## src/rtl/decoder_pkg.sv

```systemverilog
// decoder_pkg: shared state encoding, stage sizes and Q10.10 bias constants for the decoder
package decoder_pkg;
  typedef enum logic [3:0] {
    IDLE, FEED_P, WAIT_1, FEED_1, WAIT_2, FEED_2, WAIT_3, FEED_3, WAIT_D, DONE
  } state_t;
  localparam int DEF_N_PARAM = 2;
  localparam int DEF_N_L1 = 50;
  localparam int DEF_N_L2 = 100;
  localparam int DEF_N_L3 = 900;
  localparam int Q_INT_W = 10;
  localparam int Q_FRAC_W = 10;
  localparam int Q_W = Q_INT_W + Q_FRAC_W;
  localparam logic [Q_W-1:0] DEF_L3_BIAS = 20'h00CF1;
  localparam logic [Q_W-1:0] DEF_L4_BIAS = 20'h007DD;
  function automatic logic is_feed(input state_t s);
    return s inside {FEED_P, FEED_1, FEED_2, FEED_3};
  endfunction
endpackage

```

## src/rtl/decoder_stage_sequencer_stream_feeder.sv

```systemverilog
// stream_feeder: shared sweep counter producing upstream address and latency-aligned downstream enable
module stream_feeder #(
  parameter int ADDR_W = 13,
  parameter int READ_LAT = 1
) (
  input  logic              clk,
  input  logic              reset,
  input  logic              run,
  input  logic [ADDR_W-1:0] n,
  output logic [ADDR_W-1:0] addr,
  output logic              en,
  output logic              last
);
  localparam logic [ADDR_W-1:0] ONE = ADDR_W'(1);
  localparam logic [ADDR_W-1:0] LAT = ADDR_W'(READ_LAT);
  localparam logic [ADDR_W-1:0] LAT_M1 = ADDR_W'(READ_LAT - 1);
  logic [ADDR_W-1:0] cnt;
  // counter idles at 0 outside a sweep, so every sweep starts from a clean count
  assign last = run && cnt == n + LAT_M1;
  assign addr = cnt < n ? cnt : n - ONE;
  assign en = cnt >= LAT && cnt < n + LAT;
  always_ff @(posedge clk)
    if (!reset || !run || last) cnt <= '0;
    else cnt <= cnt + ONE;
endmodule

```

## src/rtl/decoder_stage_sequencer.sv

```systemverilog
// decoder_stage_sequencer: one FSM sequencing the four decoder stage handoffs through a shared feeder
module decoder_stage_sequencer
  import decoder_pkg::*;
#(
  parameter int N_PARAM = DEF_N_PARAM,
  parameter int N_L1 = DEF_N_L1,
  parameter int N_L2 = DEF_N_L2,
  parameter int N_L3 = DEF_N_L3,
  parameter int READ_LAT = 1,
  parameter int ADDR_W = 13,
  parameter int DATA_W = Q_W,
  parameter logic [DATA_W-1:0] L3_BIAS = DEF_L3_BIAS,
  parameter logic [DATA_W-1:0] L4_BIAS = DEF_L4_BIAS
) (
  input  logic              clk,
  input  logic              reset,
  input  logic              start,
  input  logic              l1_done,
  input  logic              l2_done,
  input  logic              l3_done,
  input  logic              dec_done,
  output logic [ADDR_W-1:0] param_addr,
  output logic [ADDR_W-1:0] l1_addr,
  output logic [ADDR_W-1:0] l2_addr,
  output logic [ADDR_W-1:0] l3_addr,
  output logic              l1_rd_en,
  output logic              l2_rd_en,
  output logic              l3_rd_en,
  output logic              l4_rd_en,
  output logic [DATA_W-1:0] l3_bias,
  output logic [DATA_W-1:0] l4_bias,
  output logic              busy,
  output logic [3:0]        stage,
  output logic              seq_done
);
  state_t state, next;
  logic [ADDR_W-1:0] n_sel, f_addr;
  logic f_en, f_last;
  assign n_sel = state == FEED_1 ? ADDR_W'(N_L1) :
                 state == FEED_2 ? ADDR_W'(N_L2) :
                 state == FEED_3 ? ADDR_W'(N_L3) : ADDR_W'(N_PARAM);
  stream_feeder #(.ADDR_W(ADDR_W), .READ_LAT(READ_LAT)) u_feeder (
    .clk(clk), .reset(reset), .run(is_feed(state)), .n(n_sel),
    .addr(f_addr), .en(f_en), .last(f_last)
  );
  always_comb begin
    next = state;
    case (state)
      IDLE:   next = start ? FEED_P : IDLE;
      FEED_P: next = f_last ? WAIT_1 : FEED_P;
      WAIT_1: next = l1_done ? FEED_1 : WAIT_1;
      FEED_1: next = f_last ? WAIT_2 : FEED_1;
      WAIT_2: next = l2_done ? FEED_2 : WAIT_2;
      FEED_2: next = f_last ? WAIT_3 : FEED_2;
      WAIT_3: next = l3_done ? FEED_3 : WAIT_3;
      FEED_3: next = f_last ? WAIT_D : FEED_3;
      WAIT_D: next = dec_done ? DONE : WAIT_D;
      DONE:   next = start ? DONE : IDLE;
      default: next = IDLE;
    endcase
  end
  always_ff @(posedge clk)
    if (!reset) begin
      state <= IDLE;
      l3_bias <= '0;
      l4_bias <= '0;
    end else begin
      state <= next;
      if (state == IDLE && start) l3_bias <= '0;
      if (state == IDLE && start) l4_bias <= '0;
      if (state == WAIT_2 && l2_done) l3_bias <= L3_BIAS;
      if (state == WAIT_3 && l3_done) l4_bias <= L4_BIAS;
    end
  // only the handoff owning the current FEED state sees the feeder
  assign param_addr = state == FEED_P ? f_addr : '0;
  assign l1_addr = state == FEED_1 ? f_addr : '0;
  assign l2_addr = state == FEED_2 ? f_addr : '0;
  assign l3_addr = state == FEED_3 ? f_addr : '0;
  assign l1_rd_en = state == FEED_P && f_en;
  assign l2_rd_en = state == FEED_1 && f_en;
  assign l3_rd_en = state == FEED_2 && f_en;
  assign l4_rd_en = state == FEED_3 && f_en;
  assign busy = state != IDLE && state != DONE;
  assign seq_done = state == DONE;
  assign stage = state;
endmodule
```

## config.mk

```make
export PLATFORM = sky130hd
export DESIGN_NAME = decoder_stage_sequencer
export DESIGN_NICKNAME = d
export VERILOG_FILES = /design/src/rtl/decoder_pkg.sv /design/src/rtl/decoder_stage_sequencer_stream_feeder.sv /design/src/rtl/decoder_stage_sequencer.sv
export SDC_FILE = /design/constraint.sdc
export NUM_CORES = 1
export LEC_CHECK = 0
export BUFFER_PORTS_ARGS = -buffer_cell sky130_fd_sc_hd__clkbuf_2
export CORE_UTILIZATION = 25
export DETAILED_ROUTE_END_ITERATION = 10
export PLACE_DENSITY_LB_ADDON = 0.15
export SYNTH_ARGS = -nofsm -noshare
export SYNTH_HDL_FRONTEND = slang
export SYNTH_SLANG_ARGS = --single-unit
```

## constraint.sdc

```tcl
create_clock -name clk -period 5.91 [get_ports clk]
set_clock_uncertainty 0.1 [all_clocks]
set_input_delay 0.8865 -clock clk [delete_from_list [all_inputs] [get_ports clk]]
set_output_delay 0.8865 -clock clk [all_outputs]
set_load 0.01 [all_outputs]
```

==> reports/summary.txt, run 1 <==
status: complete, no violations
number of warnings printed during yosys synthesis: 0
clock-pin slew reported for the worst setup and hold paths after clock tree synthesis: 0.08 ns
minimum clock period: 4.84 ns
Die H: 93.2 um
number of buffers added for setup after CTS: 0
Critical Path Start Type: register
post-synth top area share: 19.2%
starting DRC count in detailed routing: 89
sequential share of the synthesized area: 18.3%
initial antenna violation count: 0
met2 GRT Util: 21.1%
Worst Setup EP: param_addr[9]
CTS Buffer Depth: 2
vias in the first global route: 1696
DRT Wirelength: 5390 um
Cell Chain, Critical Path: nor2b_1, nand2_1, nor2_1, inv_1, ha_1, a21oi_1, nor2b_1, nor2_1, nand2_1, o221a_2, clkbuf_2
register area: 380 um2
cell area after layout: 0.00227 mm2
Tightest Pin Transition: 0.746 ns
total number of clock tree sinks: 19
wire length of the first global-routing pass: 8550 um
average footprint of a synthesized cell: 7.39 um2
Max Cap Violations: 0
CP arrival: 3.85 ns
Root Buffer Master: sky130_fd_sc_hd__clkbuf_8
Die X: 93.2 um
worst flop-to-flop path endpoint: u_feeder.cnt[8]$_SDFF_PP0_
FF-to-FF path depth: 9
number of instances in the synthesized netlist: 281
Synth Register Bits: 19
Detail Route Antenna Nets: 0
Final Hold Vio Count: 0
global-route usage over all layers: 12.5%
total count of max-transition violations in the final report: 0
Post-synth EDFFs: 0
count of different cell masters after synthesis: 42
synthesized area: 0.00208 mm2
Port Buffers: 72
biggest fanout along the worst timing path: 20
async set-reset flop share out of synthesis: 0%
slowest cell on the critical path: sky130_fd_sc_hd__dfxtp_1
insertion delay of the later-clocked pin in the worst-skew pair: 0.26 ns
met3 capacity usage during global routing: 2.36%
CP max stage delay: 0.47 ns
number of ports placed on the die boundary: 109
weighted congestion reported at the end of routability-driven placement: 0.772
number of placement rows: 32
area of the multi-input gates: 0.00132 mm2
cell depth of the worst setup path: 11
peak ir drop on the vdd network: 0.0000653 V
remaining max-slew budget at the tightest pin: 49.6%
Final Net Count: 344
most frequent cells after synthesis: sky130_fd_sc_hd__buf_4, sky130_fd_sc_hd__nor2_1, sky130_fd_sc_hd__a21oi_1, sky130_fd_sc_hd__dfxtp_1, sky130_fd_sc_hd__nand2_1
worst setup path category: reg2out
class of the worst hold path: reg2reg
TritonCTS clock tree: built
Die ar.: 0.00868 mm2
share of the clock period used by the worst path after layout: 81.8%
Worst R2R Setup Slack: 2.43 ns
average via count per standard cell: 4.56
buffer and inverter count on the worst path: 2
most used routing layer: met2
CP Data Required Time: 4.92 ns
fillcell total: 892
Final Core Density: 28.8%
total clock buffers created by CTS: 3
setup violators final: 0
leading area contributor after synthesis: sky130_fd_sc_hd__buf_4
power density over the cells: 116 mW/mm2
number of remaining DRC errors: 0
post-synthesis to final-layout area growth: 9.22%
RSZ-0062 raised after global routing: no
largest net degree at the start of global routing: 21
proportion of layout cells with a drive suffix above 1: 26.6%
cell types occupying the most area after synthesis: sky130_fd_sc_hd__buf_4, sky130_fd_sc_hd__dfxtp_1, sky130_fd_sc_hd__ha_1, sky130_fd_sc_hd__nor2_1, sky130_fd_sc_hd__a21oi_1
Crit Reg-Reg Startpoint: stage[0]$_SDFF_PN0_
Antenna Cells: 0
start point of the critical path: stage[0]$_SDFF_PN0_
instance area at placement: 0.00222 mm2
DR WL/cell: 12.7 um
leakage power figure: 0.00107 uW
DP HPWL: 4240 um
Highest Clock Rate: 207 MHz
area of the core: 0.00789 mm2
global routing met1 resource utilization: 16.6%
CP delay by family, top: simple AND/OR/NAND/NOR gates
commonest register cell after synthesis: sky130_fd_sc_hd__dfxtp_1
critical path capture point type: output port
effective utilization at floorplan: 26.3%
cell with the most instances after synthesis: sky130_fd_sc_hd__buf_4
Total Neg Setup Slack: 0 ns
H-tree levels: 1
hold bufs inserted after CTS: 0
number of resized instances in the post-cts repair step: 0
total number of vias: 1937
First-pass DRT Iterations: 6
startpoint of the lowest-slack hold path: u_feeder.cnt[12]$_SDFF_PP0_
leftover overflow at the end of global routing: 0
[registers in the layout, indices dropped and copies added (netlist names)]
name,cells
u_feeder.cnt,13
l3_bias,1
stage,4
l4_bias,1
[metal layers]
layer	up-vias	routed length [um]	part of all wire, %
li1	972	-	-
met1	892	2630	49
met2	71	2470	46
met3	2	270	5.0
met4	0	25	0.46
met5	-	0	0
[worst register-to-register path, delay by kind of cell, from the launching register on]
family,cells,cell delay (ns)
fa+ha+maj,1,0.37
flops,1,0.47
buf+inv,1,0.21
simple gates,7,2.20
[through the flow]
stage | hold WS [ns] | std cells | power, uW | worst slack [ns]
2_1_floorplan | 0.408 | 316 | 182 | 2.24
3_3_place_gp | 0.437 | 421 | 173 | 1.52
3_5_place_dp | 0.450 | 421 | 172 | 1.35
4_1_cts | 0.473 | 425 | 269 | 1.05
5_1_grt | 0.504 | 425 | 282 | 0.470
6_report | 0.461 | 425 | 264 | 1.07
[cell usage in the layout (no fill, tap or decap), types with 11 or more instances in the layout]
master,Yosys,layout
sky130_fd_sc_hd__and3_1,14,14
sky130_fd_sc_hd__a21oi_1,19,19
sky130_fd_sc_hd__conb_1,1,36
sky130_fd_sc_hd__nor2_1,28,28
sky130_fd_sc_hd__dfxtp_1,19,19
sky130_fd_sc_hd__ha_1,13,13
sky130_fd_sc_hd__clkbuf_2,0,72
sky130_fd_sc_hd__nand3_1,11,11
sky130_fd_sc_hd__nand2_1,17,17
[area by class of cell]
cell class / count / area share [%]
well taps: 102 / 5.63
clock buffers: 3 / 1.82
multi-input cells: 220 / 58.4
clock inverters: 1 / 0.221
repair buffers: 72 / 15.9
inverters: 8 / 1.32
flip-flops and latches: 19 / 16.8
[cells by family (layout without fill, tap and decap cells)]
| kind of cell | after synthesis | after routing | share of synthesized area (%) |
|---|---|---|---|
| AO/OA/AOI/OAI | 53 | 53 | 17.7 |
| XOR/XNOR | 13 | 13 | 5.48 |
| adder cells (fa/ha/maj) | 13 | 13 | 7.83 |
| buffers and inverters | 77 | 84 | 24.3 |
| flip-flops | 19 | 19 | 18.3 |
| other | 1 | 36 | 0.181 |
| AND/OR/NAND/NOR | 105 | 105 | 26.2 |
[how the worst min path moves through the flow]
stage                                  end  depth (start not counted)
2_1_floorplan  u_feeder.cnt[12]$_SDFF_PP0_                          2
5_1_grt        u_feeder.cnt[12]$_SDFF_PP0_                          2
3_5_place_dp   u_feeder.cnt[12]$_SDFF_PP0_                          2
6_report       u_feeder.cnt[12]$_SDFF_PP0_                          2
3_3_place_gp   u_feeder.cnt[12]$_SDFF_PP0_                          2
4_1_cts        u_feeder.cnt[12]$_SDFF_PP0_                          2
[report_power, final]
part | internal (uW) | switching, uW | leakage [uW]
logic | 9.40 | 27.6 | 0.000894
clock network | 47.0 | 47.4 | 0.0000255
registers | 129 | 3.37 | 0.000153
No activity file was read; power rests on OpenSTA's default activity.
==> run 2: changes to the inputs <==
==> constraint.sdc (replaced) <==
create_clock -name clk -period 4.15 [get_ports clk]
set_clock_uncertainty 0.1 [all_clocks]
set_input_delay 0.6225 -clock clk [delete_from_list [all_inputs] [get_ports clk]]
set_output_delay 0.6225 -clock clk [all_outputs]
set_load 0.01 [all_outputs]
==> run 2 against run 1 <==
  * Flip-flop and latch count stayed put
  * Largest cell class unchanged
  * Critical path type unchanged
  * Register-to-register slack got worse by 1.5 ns
  * Die area is the same
  * Utilization grew 0.48 points
==> reports/summary.txt, run 2 (synthesized netlist as in run 1, its figures left out) <==
critical path capture point type: output port (unchanged)
power density over the cells: 164 mW/mm2 (was 116 mW/mm2)
share of the clock period used by the worst path after layout: 90.6%
fillcell total: 895 (was 892)
Crit Reg-Reg Startpoint: stage[0]$_SDFF_PN0_ (unchanged)
part of the total power dissipated in combinational logic: 14.2% (was 14.0%)
Detail Route Antenna Nets: 0 (unchanged)
Worst R2R Setup Slack: 0.93 ns (was 2.43 ns)
leftover overflow at the end of global routing: 0 (unchanged)
area of the core: 0.00789 mm2 (unchanged)
internal cell power: 266 uW (was 186 uW)
FF-to-FF path depth: 9 (unchanged)
starting DRC count in detailed routing: 47 (was 89)
DR WL/cell: 12.6 um (was 12.7 um)
Highest Clock Rate: 266 MHz
peak ir drop on the vdd network: 0.000114 V (was 0.0000653 V)
CP delay by family, top: simple AND/OR/NAND/NOR gates (unchanged)
effective utilization at floorplan: 26.3% (unchanged)
leakage power figure: 0.00109 uW (was 0.00107 uW)
Root Buffer Master: sky130_fd_sc_hd__clkbuf_8 (unchanged)
global-route usage over all layers: 12.6% (was 12.5%)
slowest cell on the critical path: sky130_fd_sc_hd__dfxtp_1 (unchanged)
total number of vias: 1925 (was 1937)
weighted congestion reported at the end of routability-driven placement: 0.759 (was 0.772)
number of ports placed on the die boundary: 109 (unchanged)
largest register by flop count: u_feeder.cnt (unchanged)
worst setup path category: reg2out (unchanged)
CP max stage delay: 0.48 ns (was 0.47 ns)
fraction of power consumed by sequential logic: 50.0% (was 50.2%)
Tightest Pin Transition: 0.648 ns (was 0.746 ns)
buffer and inverter count on the worst path: 2 (unchanged)
clock network fraction of total power: 35.8% (was 35.7%)
remaining max-slew budget at the tightest pin: 56.2% (was 49.6%)
DRT Wirelength: 5380 um (was 5390 um)
First-pass DRT Iterations: 4 (was 6)
largest net degree at the start of global routing: 21 (unchanged)
biggest fanout along the worst timing path: 10 (was 20)
average via count per standard cell: 4.50 (was 4.56)
Die H: 93.2 um (unchanged)
initial antenna violation count: 0 (unchanged)
Worst Setup EP: l2_addr[5] (was param_addr[9])
post-route worst hold slack: 0.468 ns (was 0.461 ns)
proportion of layout cells with a drive suffix above 1: 28.2% (was 26.6%)
Cell Chain, Critical Path: nor2b_4, nand2_1, nor2_1, inv_1, ha_1, a21oi_1, nor2b_1, or2_1, o21ai_2, nor3b_1, clkbuf_2 (was nor2b_1, nand2_1, nor2_1, inv_1, ha_1, a21oi_1, nor2b_1, nor2_1, nand2_1, o221a_2, clkbuf_2)
post-synthesis to final-layout area growth: 11.0% (was 9.22%)
H-tree levels: 1 (unchanged)
cell depth of the worst setup path: 11 (unchanged)
RSZ-0062 raised after global routing: no (unchanged)
CP arrival: 3.04 ns (was 3.85 ns)
CTS Buffer Depth: 2 (unchanged)
DP HPWL: 4220 um (was 4240 um)
Die X: 93.2 um (unchanged)
Final Hold Vio Count: 0 (unchanged)
register area: 380 um2 (unchanged)
commonest non-fill, non-tap cell in the layout: sky130_fd_sc_hd__clkbuf_2 (unchanged)
fraction of power spent switching nets: 29.4% (was 29.7%)
total number of clock tree sinks: 19 (unchanged)
TritonCTS clock tree: built (unchanged)
worst flop-to-flop path endpoint: u_feeder.cnt[8]$_SDFF_PP0_ (unchanged)
total clock buffers created by CTS: 3 (unchanged)
area of the multi-input gates: 0.00134 mm2 (was 0.00132 mm2)
Critical Path Start Type: register (unchanged)
Final Power: 377 uW (was 264 uW)
wire length of the first global-routing pass: 8620 um (was 8550 um)
commonest cells after routing, fill and taps aside: sky130_fd_sc_hd__clkbuf_2, sky130_fd_sc_hd__conb_1, sky130_fd_sc_hd__nor2_1 (unchanged)
start point of the critical path: stage[0]$_SDFF_PN0_ (unchanged)
number of flip-flops under the largest register name: 13 (unchanged)
number of remaining DRC errors: 0 (unchanged)
Final Core Density: 29.2% (was 28.8%)
vias in the first global route: 1706 (was 1696)
startpoint of the lowest-slack hold path: u_feeder.cnt[12]$_SDFF_PP0_ (unchanged)
minimum clock period: 3.76 ns
clock-pin slew reported for the worst setup and hold paths after clock tree synthesis: 0.08 ns (about the same)
Antenna Cells: 0 (unchanged)
Final Net Count: 347 (was 344)
class of the worst hold path: reg2reg (unchanged)
Die ar.: 0.00868 mm2 (unchanged)
CP Data Required Time: 3.43 ns (was 4.92 ns)
status: complete, no violations (unchanged)
number of buffers added for setup after CTS: 0 (unchanged)
Total Neg Setup Slack: 0 ns (unchanged)
NetSw: 111 uW (was 78.4 uW)
setup violators final: 0 (unchanged)
Port Buffers: 72 (unchanged)
number of placement rows: 32 (unchanged)
insertion delay of the later-clocked pin in the worst-skew pair: 0.26 ns (about the same)
total count of max-transition violations in the final report: 0 (unchanged)
Max Cap Violations: 0 (unchanged)
-- run 2: cell count changes in the layout (fill, tap and decap cells not counted) --
cell and change:
sky130_fd_sc_hd__nor2b_1 -1, sky130_fd_sc_hd__nor2_2 +2, sky130_fd_sc_hd__nor2b_4 +1, sky130_fd_sc_hd__clkinv_2 -1, sky130_fd_sc_hd__nor2_1 -2, sky130_fd_sc_hd__clkinvlp_4 +1
sky130_fd_sc_hd__buf_4 +3
-- run 2: worst min-delay path by stage --
stage,cells past startpoint,end
finish,2,u_feeder.cnt[12]$_SDFF_PP0_
global route,2,u_feeder.cnt[12]$_SDFF_PP0_
floorplan,2,u_feeder.cnt[12]$_SDFF_PP0_
CTS,2,u_feeder.cnt[11]$_SDFF_PP0_
global placement,2,u_feeder.cnt[11]$_SDFF_PP0_
detailed placement,2,u_feeder.cnt[12]$_SDFF_PP0_
-- run 2: power groups by stage --
stage | registers, uW | logic (uW) | clock network, uW
after CTS | 189 | 52.4 | 143
after global placement | 193 | 53.1 | 0
after detailed placement | 193 | 52.3 | 0
final | 189 | 53.5 | 135
after global routing | 190 | 60.6 | 154
after floorplan | 190 | 69.4 | 0
-- run 2: area by class of cell --
cell class              count  area share (%)
repair buffers             75            16.6
clock inverters             1           0.326
inverters                   8            1.30
flip-flops and latches     19            16.5
multi-input cells         220            57.9
clock buffers               3            1.79
well taps                 102            5.53
-- run 2: per-stage QoR --
step / setup WS (ns) / std cells / instance area (um2)
detailed placement: 0.350 / 424 / 2240
global route: 0.0225 / 428 / 2310
CTS: 0.0743 / 428 / 2290
floorplan: 0.740 / 316 / 2210
finish: 0.391 / 428 / 2310
global placement: 0.414 / 424 / 2240
-- run 2: what timing repair did --
| item | CTS | global route |
|---|---|---|
| hold buffers | 0 | 0 |
| endpoints found under the setup margin | 0 | 39 |
| resized for setup | 0 | 4 |
-- run 2: tightest hold or removal path, cell delays in order, from the launching register on --
cell                      delay (ns)
sky130_fd_sc_hd__dfxtp_1        0.38
sky130_fd_sc_hd__xnor2_1        0.09
sky130_fd_sc_hd__nor2_1         0.07
-- run 2: layer usage --
metal  up-vias  wire, um  part of all wire, %  global-route usage [%]
li1        974         -                    -                       -
met1       880      2550                   47                    16.3
met2        67      2490                   46                    21.4
met3         4       290                  5.4                    2.52
met4         0        50                 0.93                    2.69
met5         -         0                    0                       0
